`src/rtl/arcade_pkg.sv`:
```
// Shared command/reply byte codes and FSM encodings for the arcade output device.
package arcade_pkg;

  localparam int unsigned MAX_OUTPUTS = 8;
  localparam int unsigned BYTE_W      = 8;

  localparam logic [BYTE_W-1:0] CMD_SET_BASE = 8'h41;  // 'A'+n drives output n high
  localparam logic [BYTE_W-1:0] CMD_CLR_BASE = 8'h61;  // 'a'+n drives output n low
  localparam logic [BYTE_W-1:0] CMD_PULSE    = 8'h23;  // '#' idx dur
  localparam logic [BYTE_W-1:0] CMD_IDX_BASE = 8'h30;  // '0'+n selects pulse target
  localparam logic [BYTE_W-1:0] CMD_QUERY    = 8'h3D;  // '=' reports output bitmap
  localparam logic [BYTE_W-1:0] CMD_LF       = 8'h0A;
  localparam logic [BYTE_W-1:0] CMD_CR       = 8'h0D;
  localparam logic [BYTE_W-1:0] RSP_OK       = 8'h21;  // '!'
  localparam logic [BYTE_W-1:0] RSP_ERR      = 8'h3F;  // '?'

  typedef enum logic [1:0] {
    ST_IDLE    = 2'd0,
    ST_GET_IDX = 2'd1,
    ST_GET_DUR = 2'd2,
    ST_REPLY   = 2'd3
  } state_t;

  // True when b lies in [base, base+n).
  function automatic logic in_window(input logic [BYTE_W-1:0] b,
                                     input logic [BYTE_W-1:0] base,
                                     input int unsigned n);
    return (b >= base) && ((32'(b) - 32'(base)) < n);
  endfunction

endpackage

```
`src/rtl/output_pulse_timer.sv`:
```
// Per-output millisecond down-counter; load and cancel take priority over the beat.
module output_pulse_timer #(
  parameter int unsigned CNT_W = 8
) (
  input  logic             clk,
  input  logic             rst_n,
  input  logic             load,
  input  logic             cancel,
  input  logic             beat,
  input  logic [CNT_W-1:0] duration,
  output logic             active,
  output logic             zero_c
);

  logic [CNT_W-1:0] count;

  always_ff @(posedge clk or negedge rst_n) begin
    if (!rst_n) begin
      count  <= '0;
      active <= 1'b0;
    end else if (cancel) begin
      count  <= '0;
      active <= 1'b0;
    end else if (load) begin
      count  <= duration;
      active <= 1'b1;
    end else if (active && (count == '0)) begin
      active <= 1'b0;
    end else if (active && beat) begin
      count <= count - CNT_W'(1);
    end
  end

  assign zero_c = (count == '0);

endmodule

```
`src/rtl/arcade_output_device.sv`:
```
// Byte-command USB lamp/solenoid driver: set/clear/pulse/query with one-byte replies.
module arcade_output_device
  import arcade_pkg::*;
#(
  parameter int unsigned NUM_OUTPUTS      = 8,
  parameter int unsigned PARSE_TIMEOUT_MS = 10
) (
  input  logic                   clk_i,
  input  logic                   rstn_i,
  input  logic [10:0]            frame_i,
  input  logic [7:0]             out_data_i,
  input  logic                   out_valid_i,
  output logic                   out_ready_o,
  output logic [7:0]             in_data_o,
  output logic                   in_valid_o,
  input  logic                   in_ready_i,
  input  logic                   usb_configured_i,
  output logic [NUM_OUTPUTS-1:0] outputs_o
);

  localparam int unsigned PT_W  = 16;
  localparam int unsigned DUR_W = 8;
  localparam int unsigned IDX_W = 3;

  logic                   frame_q;
  logic                   beat_1ms;
  logic                   unused_frame;
  state_t                 state_q, state_next;
  logic [IDX_W-1:0]       idx_q, idx_next;
  logic [PT_W-1:0]        ptimer_q, ptimer_next;
  logic [NUM_OUTPUTS-1:0] out_next, load_vec, cancel_vec, active_vec, zero_vec;
  logic [7:0]             data_next, reply;
  logic [7:0]             sel_set, sel_clr, sel_idx;
  logic                   ready_q, consume, queue;

  assign unused_frame = ^frame_i[10:1];
  assign out_ready_o  = ready_q & usb_configured_i;
  assign consume      = out_valid_i & out_ready_o;
  assign sel_set      = out_data_i - CMD_SET_BASE;
  assign sel_clr      = out_data_i - CMD_CLR_BASE;
  assign sel_idx      = out_data_i - CMD_IDX_BASE;

  // Frame-number bit 0 toggles once per ms; each toggle becomes a single beat.
  always_ff @(posedge clk_i or negedge rstn_i) begin
    if (!rstn_i) begin
      frame_q  <= 1'b0;
      beat_1ms <= 1'b0;
    end else begin
      frame_q  <= frame_i[0];
      beat_1ms <= frame_i[0] ^ frame_q;
    end
  end

  always_ff @(posedge clk_i or negedge rstn_i) begin
    if (!rstn_i) begin
      state_q    <= ST_IDLE;
      idx_q      <= '0;
      ptimer_q   <= '0;
      outputs_o  <= '0;
      in_valid_o <= 1'b0;
      in_data_o  <= '0;
      ready_q    <= 1'b0;
    end else begin
      state_q    <= state_next;
      idx_q      <= idx_next;
      ptimer_q   <= ptimer_next;
      outputs_o  <= out_next;
      in_valid_o <= (state_next == ST_REPLY);
      in_data_o  <= data_next;
      ready_q    <= (state_next != ST_REPLY);
    end
  end

  always_comb begin
    state_next  = state_q;
    idx_next    = idx_q;
    ptimer_next = ptimer_q;
    out_next    = outputs_o;
    data_next   = in_data_o;
    load_vec    = '0;
    cancel_vec  = '0;
    queue       = 1'b0;
    reply       = RSP_ERR;

    // Expiring pulses drop first so a same-cycle command can override them.
    for (int unsigned n = 0; n < NUM_OUTPUTS; n++) begin
      if (active_vec[n] && zero_vec[n]) out_next[n] = 1'b0;
    end

    case (state_q)
      ST_IDLE: begin
        ptimer_next = '0;
        if (consume) begin
          if (in_window(out_data_i, CMD_SET_BASE, NUM_OUTPUTS)) begin
            for (int unsigned n = 0; n < NUM_OUTPUTS; n++) begin
              if (sel_set == 8'(n)) begin
                out_next[n]   = 1'b1;
                cancel_vec[n] = 1'b1;
              end
            end
            queue = 1'b1;
            reply = RSP_OK;
          end else if (in_window(out_data_i, CMD_CLR_BASE, NUM_OUTPUTS)) begin
            for (int unsigned n = 0; n < NUM_OUTPUTS; n++) begin
              if (sel_clr == 8'(n)) begin
                out_next[n]   = 1'b0;
                cancel_vec[n] = 1'b1;
              end
            end
            queue = 1'b1;
            reply = RSP_OK;
          end else if (out_data_i == CMD_QUERY) begin
            queue = 1'b1;
            reply = 8'(outputs_o);
          end else if (out_data_i == CMD_PULSE) begin
            state_next = ST_GET_IDX;
          end else if ((out_data_i != CMD_LF) && (out_data_i != CMD_CR)) begin
            queue = 1'b1;
          end
        end
      end

      ST_GET_IDX: begin
        if (consume) begin
          ptimer_next = '0;
          if (in_window(out_data_i, CMD_IDX_BASE, NUM_OUTPUTS)) begin
            idx_next   = IDX_W'(sel_idx);
            state_next = ST_GET_DUR;
          end else begin
            queue = 1'b1;
          end
        end else if (ptimer_q >= PT_W'(PARSE_TIMEOUT_MS)) begin
          state_next = ST_IDLE;
        end else if (beat_1ms) begin
          ptimer_next = ptimer_q + PT_W'(1);
        end
      end

      ST_GET_DUR: begin
        if (consume) begin
          ptimer_next = '0;
          queue       = 1'b1;
          if (out_data_i != '0) begin
            for (int unsigned n = 0; n < NUM_OUTPUTS; n++) begin
              if (idx_q == IDX_W'(n)) begin
                out_next[n] = 1'b1;
                load_vec[n] = 1'b1;
              end
            end
            reply = RSP_OK;
          end
        end else if (ptimer_q >= PT_W'(PARSE_TIMEOUT_MS)) begin
          state_next = ST_IDLE;
        end else if (beat_1ms) begin
          ptimer_next = ptimer_q + PT_W'(1);
        end
      end

      ST_REPLY: begin
        if (in_ready_i) begin
          state_next = ST_IDLE;
          data_next  = '0;
        end
      end

      default: state_next = ST_IDLE;
    endcase

    if (queue) begin
      state_next = ST_REPLY;
      data_next  = reply;
    end

    // Losing the USB configuration wipes everything back to a quiet idle.
    if (!usb_configured_i) begin
      state_next  = ST_IDLE;
      data_next   = '0;
      out_next    = '0;
      load_vec    = '0;
      cancel_vec  = '1;
      ptimer_next = '0;
    end
  end

  for (genvar g = 0; g < NUM_OUTPUTS; g++) begin : g_timer
    output_pulse_timer #(.CNT_W(DUR_W)) u_timer (
      .clk      (clk_i),
      .rst_n    (rstn_i),
      .load     (load_vec[g]),
      .cancel   (cancel_vec[g]),
      .beat     (beat_1ms),
      .duration (out_data_i),
      .active   (active_vec[g]),
      .zero_c   (zero_vec[g])
    );
  end

endmodule

```
`config.mk`:
```
export PLATFORM = sky130hd
export DESIGN_NAME = arcade_output_device
export DESIGN_NICKNAME = d
export VERILOG_FILES = /design/src/rtl/arcade_pkg.sv /design/src/rtl/output_pulse_timer.sv /design/src/rtl/arcade_output_device.sv
export SDC_FILE = /design/constraint.sdc
export NUM_CORES = 1
export LEC_CHECK = 0
export ABC_AREA = 1
export ABC_CLOCK_PERIOD_IN_PS = 2500
export BUFFER_PORTS_ARGS = -buffer_cell sky130_fd_sc_hd__buf_2
export CORE_MARGIN = 2
export CORE_UTILIZATION = 23
export DETAILED_ROUTE_END_ITERATION = 6
export GPL_ROUTABILITY_DRIVEN = 0
export REMOVE_ABC_BUFFERS = 1
export SYNTH_ARGS = -nofsm -noshare
export SYNTH_HDL_FRONTEND = slang
export SYNTH_SLANG_ARGS = --single-unit
```
`constraint.sdc`:
```
create_clock -name clk_i -period 2.5 [get_ports clk_i]
set_input_delay 0 -clock clk_i [delete_from_list [all_inputs] [get_ports clk_i]]
set_output_delay 0 -clock clk_i [all_outputs]
set_load 0.02 [all_outputs]
```
# [Word-level counts from Yosys, hierarchy flattened]
# Cells that the tools add are included.
[word_totals] register_bits=113 elab_cells=321 input_bits=24
[classes] n_bitwise=3 n_eq_ne=43 n_lt_le_gt_ge=7 n_reduce_logical=61 n_mux=167 n_addsub=15
[ops] operator="$mux W8" n=55
[ops] operator="$lt A32 B4 Y1 const B" n=3
[ops] operator="$mux W1" n=89
[ops] operator="$logic_not A8 Y1" n=10
[ops] operator="$eq A8 B3 Y1 const B" n=8
[ops] operator="$mux W16" n=4
[ops] operator="$sub A8 B1 Y8 const B" n=8
[ops] operator="$reduce_bool A3 Y1" n=16
[ops] operator="$eq A8 B2 Y1 const B" n=4
[ops] operator="$pmux W16 S2" n=1
[ops] operator="$pmux W8 S2" n=2
[ops] operator="$mux W2" n=12
[ops] operator="$ne A3 B3 Y1 const B" n=8
[ops] operator="$logic_and A1 B1 Y1" n=20
[ops] operator="$reduce_and A2 Y1" n=9
[ops] operator="$sub A8 B7 Y9 const B" n=2
[ops] operator="$add A16 B1 Y16 const B" n=1
[ops] operator="$eq A8 B1 Y1 const B" n=2
[ops] operator="$eq A8 B6 Y1 const B" n=2
[ops] operator="$ge A16 B4 Y1 const B" n=1
[ops] operator="$ge A8 B7 Y1 const B" n=2
[ops] operator="$ne A8 B4 Y1 const B" n=2
[ops] operator="$sub A8 B7 Y8 const B" n=2
[ops] operator="$eq A3 B3 Y1 const B" n=4
[ops] operator="22 further kinds" n=29

# [Logic depth before layout (Yosys ltp)]
# Gate-level depths: netlist of run 1.
[logic_depth] ltp_word=12 ltp_mapped=13 mapped_depth_nobuf=12

# [Hierarchy]
# Synthesis of run 1 repeated with hierarchy kept, for this count alone.
[hier_totals] cells_unflattened=1139 area_unflattened_um2=7992.7
[by_module_without_submodules] mod="output_pulse_timer" cells_each=94 area_each_um2=669.4 seq_area_each_um2=225.2 n_inst=8
[by_module_without_submodules] mod="arcade_output_device" cells_each=387 area_each_um2=2637.5 seq_area_each_um2=1026.0 n_inst=1

# [Least setup slack after synthesis of run 1]
# No wires, ideal clock.
[synth_timing] path_type="reg-to-reg" start="reg state_q[0]" end="reg g_timer[0].u_timer.count[7]" n_path_buf=2 path_slack_ps=698 stages_incl_launch_ff=10 arrival_time_ps=1680 cell_sequence="dfrtp_1 -> inv_1 -> ha_1 -> buf_1 -> buf_1 -> nand4_1 -> nand2_1 -> inv_1 -> o2111ai_1 -> nand2_1"
[synth_via] elab_chain_len=5 elab_cells_between_ends=11
[synth_rtl] element="start: declaration" line="arcade_output_device.sv:28" source="state_t state_q, state_next;"
[synth_rtl] element="start signal: assignment" line="arcade_output_device.sv:64" source="state_q <= state_next;"
[synth_rtl] element="$eq A2 B2 Y1 or $logic_not A2 Y1 (tied branches)" line="arcade_output_device.sv:90" source="case (state_q)"
[synth_rtl] element="$mux W8" line="arcade_output_device.sv:90"
[synth_rtl] element="$mux W8" line="arcade_output_device.sv:175" source="if (!usb_configured_i) begin"
[synth_rtl] element="$ne A3 B3 Y1 (no line) (tied with other cells)"
[synth_rtl] element="$reduce_and A2 Y1 (no line) or $mux W8 (tied branches)"
[synth_rtl] element="end signal: assignment" line="output_pulse_timer.sv:25" source="count <= duration;"
[synth_rtl] element="end signal: assignment" line="output_pulse_timer.sv:30" source="count <= count - CNT_W'(1);"
[synth_rtl] element="end: declaration" line="output_pulse_timer.sv:15" source="logic [CNT_W-1:0] count;"
# Parallel ways exist; a longest one is shown, timed or not.
# A chain may end at the register's enable or synchronous reset.

# [Final worst setup path of run 1]
[layout_timing] start="reg state_q[0]" end="reg g_timer[7].u_timer.count[3]"
[layout_via] elab_chain_len=5 elab_cells_between_ends=11
[layout_rtl] element="$eq A2 B2 Y1 or $logic_not A2 Y1 (tied branches)" line="arcade_output_device.sv:90"
[layout_rtl] element="$mux W8" line="arcade_output_device.sv:90"
[layout_rtl] element="$mux W8" line="arcade_output_device.sv:175"
[layout_rtl] element="$ne A3 B3 Y1 (no line) (tied with other cells)"
[layout_rtl] element="$reduce_and A2 Y1 (no line) or $mux W8 (tied branches)"
[layout_rtl] element="end signal: assignment" line="output_pulse_timer.sv:25"
[layout_rtl] element="end signal: assignment" line="output_pulse_timer.sv:30"
[layout_rtl] element="end: declaration" line="output_pulse_timer.sv:15"
# Parallel ways exist; a longest one is shown, timed or not.

==> metrics.md, run 1 <==
| Metric | Value |
|---|---|
| Run status | `finished, violations left` |
| Failing checks | `negative hold slack` |
| Worst path required time | `2.86 ns` |
| Worst Max-Slew Pin Slew | `0.751 ns` |
| Gr ovfl total | `0` |
| Crit-path max FO | `30` |
| FP Rows | `70` |
| Relative slew slack | `0.497` |
| Synth Flop Type | `dfrtp_1` |
| Clock Tree Buf Depth | `2` |
| Total power | `0.00638 W` |
| Max Clock Skew | `0.00823 ns` |
| Top Ports | `42` |
| Final hold slack | `-0.00499 ns` |
| DRT iter0 DRCs | `909` |
| Layout cells sized above 1 | `0.113` |
| Cell accounting for the most synthesized area | `dfrtp_1` |
| Ys async rst share | `1.00` |
| Flop2flop setup slack | `0.30 ns` |
| Worst-skew pair later-pin latency | `0.43 ns` |
| Count leader, synth | `nand2_1` |
| Final cell count without fillers | `1763` |
| Crit Reg-Reg Startpoint | `state_q[0]` |
| Multi-input logic area | `4670 um2` |
| Post-synth top cells | `nand2_1, inv_1, dfrtp_1, nand4_1, nor2_1` |
| Post-route ant nets | `0` |
| RSZ-0062 raised after global routing | `no` |
| Pwr dens | `647 nW/um2` |
| Die Y | `195 um` |
| Reg-to-Reg End | `g_timer[7].u_timer.count[3]` |
| Final net count | `1318` |
| Vias in the first global route | `7757` |
| Post-Place Cells | `1727` |
| Worst Setup EP | `g_timer[7].u_timer.count[3]` |
| Detailed-route via count | `8355` |
| Synthesis-to-layout area growth | `17.1%` |
| Largest net degree at the start of global routing | `71` |
| Die width | `195 um` |
| First-pass GRT wire length | `39800 um` |
| Max IR drop VDD | `0.000533 V` |
| Post-route cell area | `9850 um2` |
| Yosys reg bits | `113` |
| Final Critical Period | `2.20 ns` |
| Post-place setup slack | `0.324 ns` |
| Post-CTS Setup Inserts | `0` |
| Total track usage | `0.129` |
| Die area | `38100 um2` |
| Synth warnings | `0` |
| Crit. End Element | `flop` |
| Synth cell types | `35` |
| Num Clock Sinks | `113` |
| FF+latch area | `2830 um2` |
| Final Setup Violations | `0` |
| DR DRC count | `0` |
| Cell Area, Synth | `8410 um2` |
| Final worst slack | `0.296 ns` |
| Antenna violations before repair | `4` |
| Fin. max-slew vios | `0` |
| Htree depth | `4` |
| TritonCTS Buffers | `17` |
| Sequential element share of the synthesized area | `0.336` |
| Tcrit/Tclk final | `0.881` |
| Routed WL | `24300 um` |
| Starting Density | `0.231` |
| WS Path Type | `flop to flop` |
| I/O Buffers | `31` |
| Hpwl dp | `16900 um` |
| Fillers | `3885` |
| Fin. Hold Viols | `7` |
| Startpoint Class | `flop` |
| DR WL/cell | `13.8 um` |
| Max Freq | `454 MHz` |
| Clock transition at path regs | `0.06 ns` |
| Syn Inst Count | `1238` |
| EDFF count, synth | `0` |
| Post-DR vias/cell | `4.74` |
| Post-DP Area | `9230 um2` |
| Hold Path Class | `input port to async pin` |
| Worst Setup SP | `state_q[0]` |
| TritonCTS clock tree | `done` |
| CORE AREA | `36300 um2` |
| Share of the synthesized area in the top cell type | `0.336` |
| Average size of a mapped cell | `6.79 um2` |
| Dominant cells by area after synthesis | `dfrtp_1, nand2_1, inv_1` |
| Reg2reg path depth | `7` |
| Root buffer cell | `clkbuf_16` |
| Max Cap Violations | `0` |
| DRT Pass-1 Iters | `6` |
| Worst Path Arrival | `2.56 ns` |
| Leak | `4.99 nW` |
| Post-cts resize count | `0` |
report_power, final:
part	internal [W]	switching, W	total (W)	leakage [nW]
Clock	0.00150	0.00100	0.00250	0.288
Sequential	0.00197	0.000156	0.00212	1.56
Combinational	0.000540	0.00121	0.00175	3.15
Total	0.00400	0.00237	0.00638	4.99
worst min path at each step:
stage	from	end	slack, ns	cells past startpoint
detailed placement	rstn_i	g_timer[0].u_timer.count[3]	-0.11	1
finish	rstn_i	g_timer[0].u_timer.count[3]	-0.005	2
global placement	rstn_i	g_timer[0].u_timer.count[3]	-0.12	1
floorplan	rstn_i	beat_1ms	-0.30	0
global route	rstn_i	g_timer[0].u_timer.count[3]	0.004	2
CTS	rstn_i	g_timer[0].u_timer.count[3]	0.002	2
per-layer routing:
layer  global-route usage  vias to the layer above  share of wire
li1                     -                     4172              -
met1                0.168                     3939           0.46
met2                0.212                      204           0.47
met3               0.0280                       38          0.050
met4               0.0427                        2          0.020
met5                    0                        -        0.00054
worst max-delay path, stage by stage, from the launching register on:
cell and delay (ns):
dfrtp_1 0.40, inv_1 0.13, ha_2 0.22, buf_4 0.30, nand3_1 0.40, inv_1 0.39
o2111ai_1 0.17, nand2_1 0.10
timing repair:
| action | in CTS | in global routing |
|---|---|---|
| setup endpoints to repair | 0 | 0 |
| hold buffers | 2 | 0 |
| hold endpoints to repair | 115 | 0 |
area by class of cell:
| cell class | instances | share of cell area |
|---|---|---|
| Tap cell | 468 | 0.0595 |
| Inverter | 184 | 0.0701 |
| Timing Repair Buffer | 70 | 0.0475 |
| Antenna cell | 2 | 0.000508 |
| Clock buffer | 17 | 0.0432 |
| Multi-Input combinational cell | 894 | 0.474 |
| Sequential cell | 113 | 0.287 |
| Clock inverter | 15 | 0.0177 |
sequential cells by signal (all words and copies together) (netlist names):
signal	cells
in_valid_o	1
g_timer.u_timer.count	64
beat_1ms	1
outputs_o	8
g_timer.u_timer.active	8
in_data_o	8
idx_q	3
ready_q	1
state_q	2
frame_q	1
ptimer_q	16
cell families after synthesis:
family,synth area share
AO/OA/AOI/OAI,0.117
XOR/XNOR,0.0323
adder cells (fa/ha/maj),0.0208
buffers and inverters,0.108
flip-flops,0.336
AND/OR/NAND/NOR,0.385
cells in the final DEF, fill, tap and decap left out, types with 3 or more instances in the layout:
cell type | Yosys | routed
nand2_1 | 427 | 427
inv_1 | 178 | 178
dfrtp_1 | 113 | 113
nand4_1 | 77 | 77
nor2_1 | 72 | 72
o2111ai_1 | 64 | 64
nand3_1 | 63 | 63
a21oi_1 | 39 | 39
buf_4 | 2 | 37
o21ai_0 | 34 | 34
buf_2 | 14 | 30
xor2_1 | 23 | 23
clkbuf_16 | 0 | 17
nor3_1 | 14 | 14
ha_1 | 14 | 13
nand3_2 | 12 | 12
nor2_4 | 11 | 11
nor2_2 | 9 | 9
nand3b_1 | 8 | 8
xnor2_1 | 8 | 8
inv_6 | 0 | 6
nand3_4 | 5 | 5
inv_2 | 3 | 4
clkinv_4 | 0 | 4
o31ai_1 | 3 | 3
metrics by stage:
step	utilization	setup TNS, ns
floorplan	-	-57.44
global placement	0.254	0
detailed placement	0.254	0
CTS	0.271	0
global route	0.271	0
finish	0.271	0
Note: power is estimated with default switching activity, not from simulation.
==> run 2, diff against run 1 <==
--- a/config.mk
+++ b/config.mk
@@ -12,7 +12,9 @@
 export CORE_UTILIZATION = 23
 export DETAILED_ROUTE_END_ITERATION = 6
 export GPL_ROUTABILITY_DRIVEN = 0
+export MAX_ROUTING_LAYER = met4
 export REMOVE_ABC_BUFFERS = 1
 export SYNTH_ARGS = -nofsm -noshare
 export SYNTH_HDL_FRONTEND = slang
+export SYNTH_HIERARCHICAL = 1
 export SYNTH_SLANG_ARGS = --single-unit
==> metrics.md, run 2 <==
| Metric | Value |
|---|---|
| Run status | `completed` |
| Sw frac | `0.406` |
| Leak | `4.81 nW` |
| Max IR drop VDD | `0.000432 V` |
| Max stage delay cell, worst path | `nor2_1` |
| CP peak stage delay | `0.37 ns` |
| Starting Density | `0.233` |
| Largest net degree at the start of global routing | `51` |
| Layout cells sized above 1 | `0.192` |
| Dominant cells by area after synthesis | `dfrtp_1, nand2_1, nand3_1` |
| Internal Pwr Total | `0.00434 W` |
| Post-CTS Setup Inserts | `0` |
| Max Cap Violations | `0` |
| Die width | `190 um` |
| Root buffer cell | `clkbuf_16` |
| Pwr dens | `777 nW/um2` |
| Most frequent cells in the layout | `nand2_1, inv_1, dfrtp_1, nand3_1, nor2_1` |
| Crit-path cells | `nand2_1 > inv_1 > nand2_2 > nor3_2 > nand2_1 > nor2_1 > nand2_1 > inv_1 > nand2_1 > o21ai_0 > nand2_1 > o21ai_2` |
| Yosys reg bits | `113` |
| Crit. End Element | `flop` |
| Post-route ant nets | `0` |
| Final TNS setup | `0 ns` |
| Synth warnings | `6` |
| CP dominant cell by count | `nand2_1` |
| DR WL/cell | `12.7 um` |
| Hpwl dp | `15100 um` |
| RSZ-0062 raised after global routing | `no` |
| Synth Flop Type | `dfrtp_1` |
| Post-synth top cells | `nand2_1, inv_1, dfrtp_1, nand3_1, nor2_1` |
| Sequential element share of the synthesized area | `0.354` |
| Top reg by flops | `g_timer.u_timer/count` |
| Total track usage | `0.127` |
| Routed WL | `21200 um` |
| Post-DR vias/cell | `4.43` |
| Xor and xnor area share after synthesis | `0.00110` |
| Most common cell after layout, fill and taps aside | `nand2_1` |
| Max reg flops | `64` |
| Final cell count without fillers | `1672` |
| Sequential share of power | `0.322` |
| TritonCTS Buffers | `17` |
| Tcrit/Tclk final | `0.880` |
| Hold Path Class | `input port to flop` |
| Largest family of logic cells by synthesized area | `simple AND/OR/NAND/NOR gates` |
| Post-Place Cells | `1635` |
| Synth Area in Simple Gates | `0.395` |
| Final Critical Period | `2.20 ns` |
| Top Ports | `42` |
| Max Freq | `455 MHz` |
| Startpoint Class | `flop` |
| FP Rows | `68` |
| Htree depth | `4` |
| Syn Inst Count | `1139` |
| DRT Pass-1 Iters | `5` |
| Relative slew slack | `0.598` |
| Synth cell types | `37` |
| Psw | `0.00297 W` |
| Synth Area in Adders | `0.0344` |
| Total power | `0.00731 W` |
| Count leader, synth | `nand2_1` |
| Detailed-route via count | `7409` |
| Post-synthesis compound-gate area fraction | `0.115` |
| TritonCTS clock tree | `done` |
| Share of the synthesized area in the top cell type | `0.354` |
| Average size of a mapped cell | `7.02 um2` |
| Worst path required time | `2.85 ns` |
| Die area | `36300 um2` |
| Fin. max-slew vios | `0` |
| CORE AREA | `34400 um2` |
| Fin. Hold Viols | `0` |
| Die Y | `190 um` |
| I/O Buffers | `31` |
| First-pass GRT wire length | `35700 um` |
| WS Path Type | `flop to flop` |
| Crit-path max FO | `9` |
| Max Clock Skew | `0.00628 ns` |
| Comb pwr share | `0.351` |
| Final net count | `1247` |
| Synthesis-to-layout area growth | `17.6%` |
| Ys async rst share | `1.00` |
| Worst Max-Slew Pin Slew | `0.603 ns` |
| Cell accounting for the most synthesized area | `dfrtp_1` |
| Final Setup Violations | `0` |
| Final hold slack | `0.0165 ns` |
| Clock Power Share | `0.327` |
| DRT iter0 DRCs | `467` |
| Worst Path Arrival | `2.55 ns` |
| Clock Tree Buf Depth | `2` |
| Num Clock Sinks | `113` |
| Mux cell area share after synthesis | `0` |
| Cell Area, Synth | `7990 um2` |
| Vias in the first global route | `7172` |
| Clock transition at path regs | `0.06 ns` |
| DR DRC count | `0` |
| Regs by FF count | `g_timer.u_timer/count (64), ptimer_q (16)` |
| Gr ovfl total | `0` |
| Antenna violations before repair | `3` |
| Worst-skew pair later-pin latency | `0.42 ns` |
| EDFF count, synth | `0` |
-- run 2: logic make-up after synthesis --
logic type	Yosys count
adder cells (fa/ha/maj)	22
XOR/XNOR	1
AND/OR/NAND/NOR	651
buffers and inverters	193
AO/OA/AOI/OAI	159
flip-flops	113
-- run 2: worst paths after layout --
check                         startpoint                           to  slack [ns]  cells past startpoint
setup / recovery                 ready_q  g_timer[0].u_timer/count[1]        0.30                     12
hold / removal             out_data_i[7]  g_timer[7].u_timer/count[7]        0.02                      5
setup reg to reg                 ready_q  g_timer[0].u_timer/count[1]        0.30                     12
hold reg to reg                  frame_q                     beat_1ms        0.43                      1
max in group asynchronous         rstn_i  g_timer[4].u_timer/count[7]        1.60                      3
min in group asynchronous         rstn_i                 ptimer_q[13]        0.11                      2
-- run 2: worst max-delay path, delay by kind of cell (launching register included) --
kind,cells,cell delay [ns]
AO/OA/AOI/OAI,2,0.14
flip-flops,1,0.32
buffers and inverters,2,0.32
AND/OR/NAND/NOR,8,1.34
-- run 2: power by group through the flow --
stage | Combinational (W) | Clock (W) | Sequential [W]
floorplan | 0.00177 | 0 | 0.00242
detailed placement | 0.00256 | 0 | 0.00238
global placement | 0.00252 | 0 | 0.00238
finish | 0.00256 | 0.00239 | 0.00236
global route | 0.00293 | 0.00253 | 0.00239
CTS | 0.00257 | 0.00245 | 0.00236
-- run 2: area by class of cell --
type / count / area [um2]
Clock buffer: 17 / 425
Clock inverter: 15 / 151
Inverter: 174 / 653
Multi-Input combinational cell: 833 / 4360
Timing Repair Buffer: 62 / 408
Tap cell: 455 / 569
Antenna cell: 3 / 7.51
Sequential cell: 113 / 2830
Fill cell: 3781 / 25000
-- run 2: repair_timing --
item                                    4_1_cts  5_1_grt
endpoints found under the hold margin        38        0
endpoints found under the setup margin        0        0
gates resized for setup                       0        0
hold buffers                                  2        0
-- run 2: stage by stage --
stage | cell area [um2] | setup WS (ns) | utilization
2_1_floorplan | 7840 | 0.0833 | -
3_3_place_gp | 8800 | 0.352 | 0.256
3_5_place_dp | 8800 | 0.320 | 0.256
4_1_cts | 9400 | 0.299 | 0.273
5_1_grt | 9400 | 0.0891 | 0.274
6_report | 9400 | 0.301 | 0.274
-- run 2: per-layer routing --
layer | GRT usage | vias to the layer above | wire (um) | part of all wire
met5 | - | - | 0 | 0
met2 | 0.197 | 168 | 9460 | 0.45
met4 | 0.0405 | 0 | 362 | 0.017
li1 | - | 3754 | - | -
met1 | 0.166 | 3463 | 10400 | 0.49
met3 | 0.0261 | 24 | 1020 | 0.048
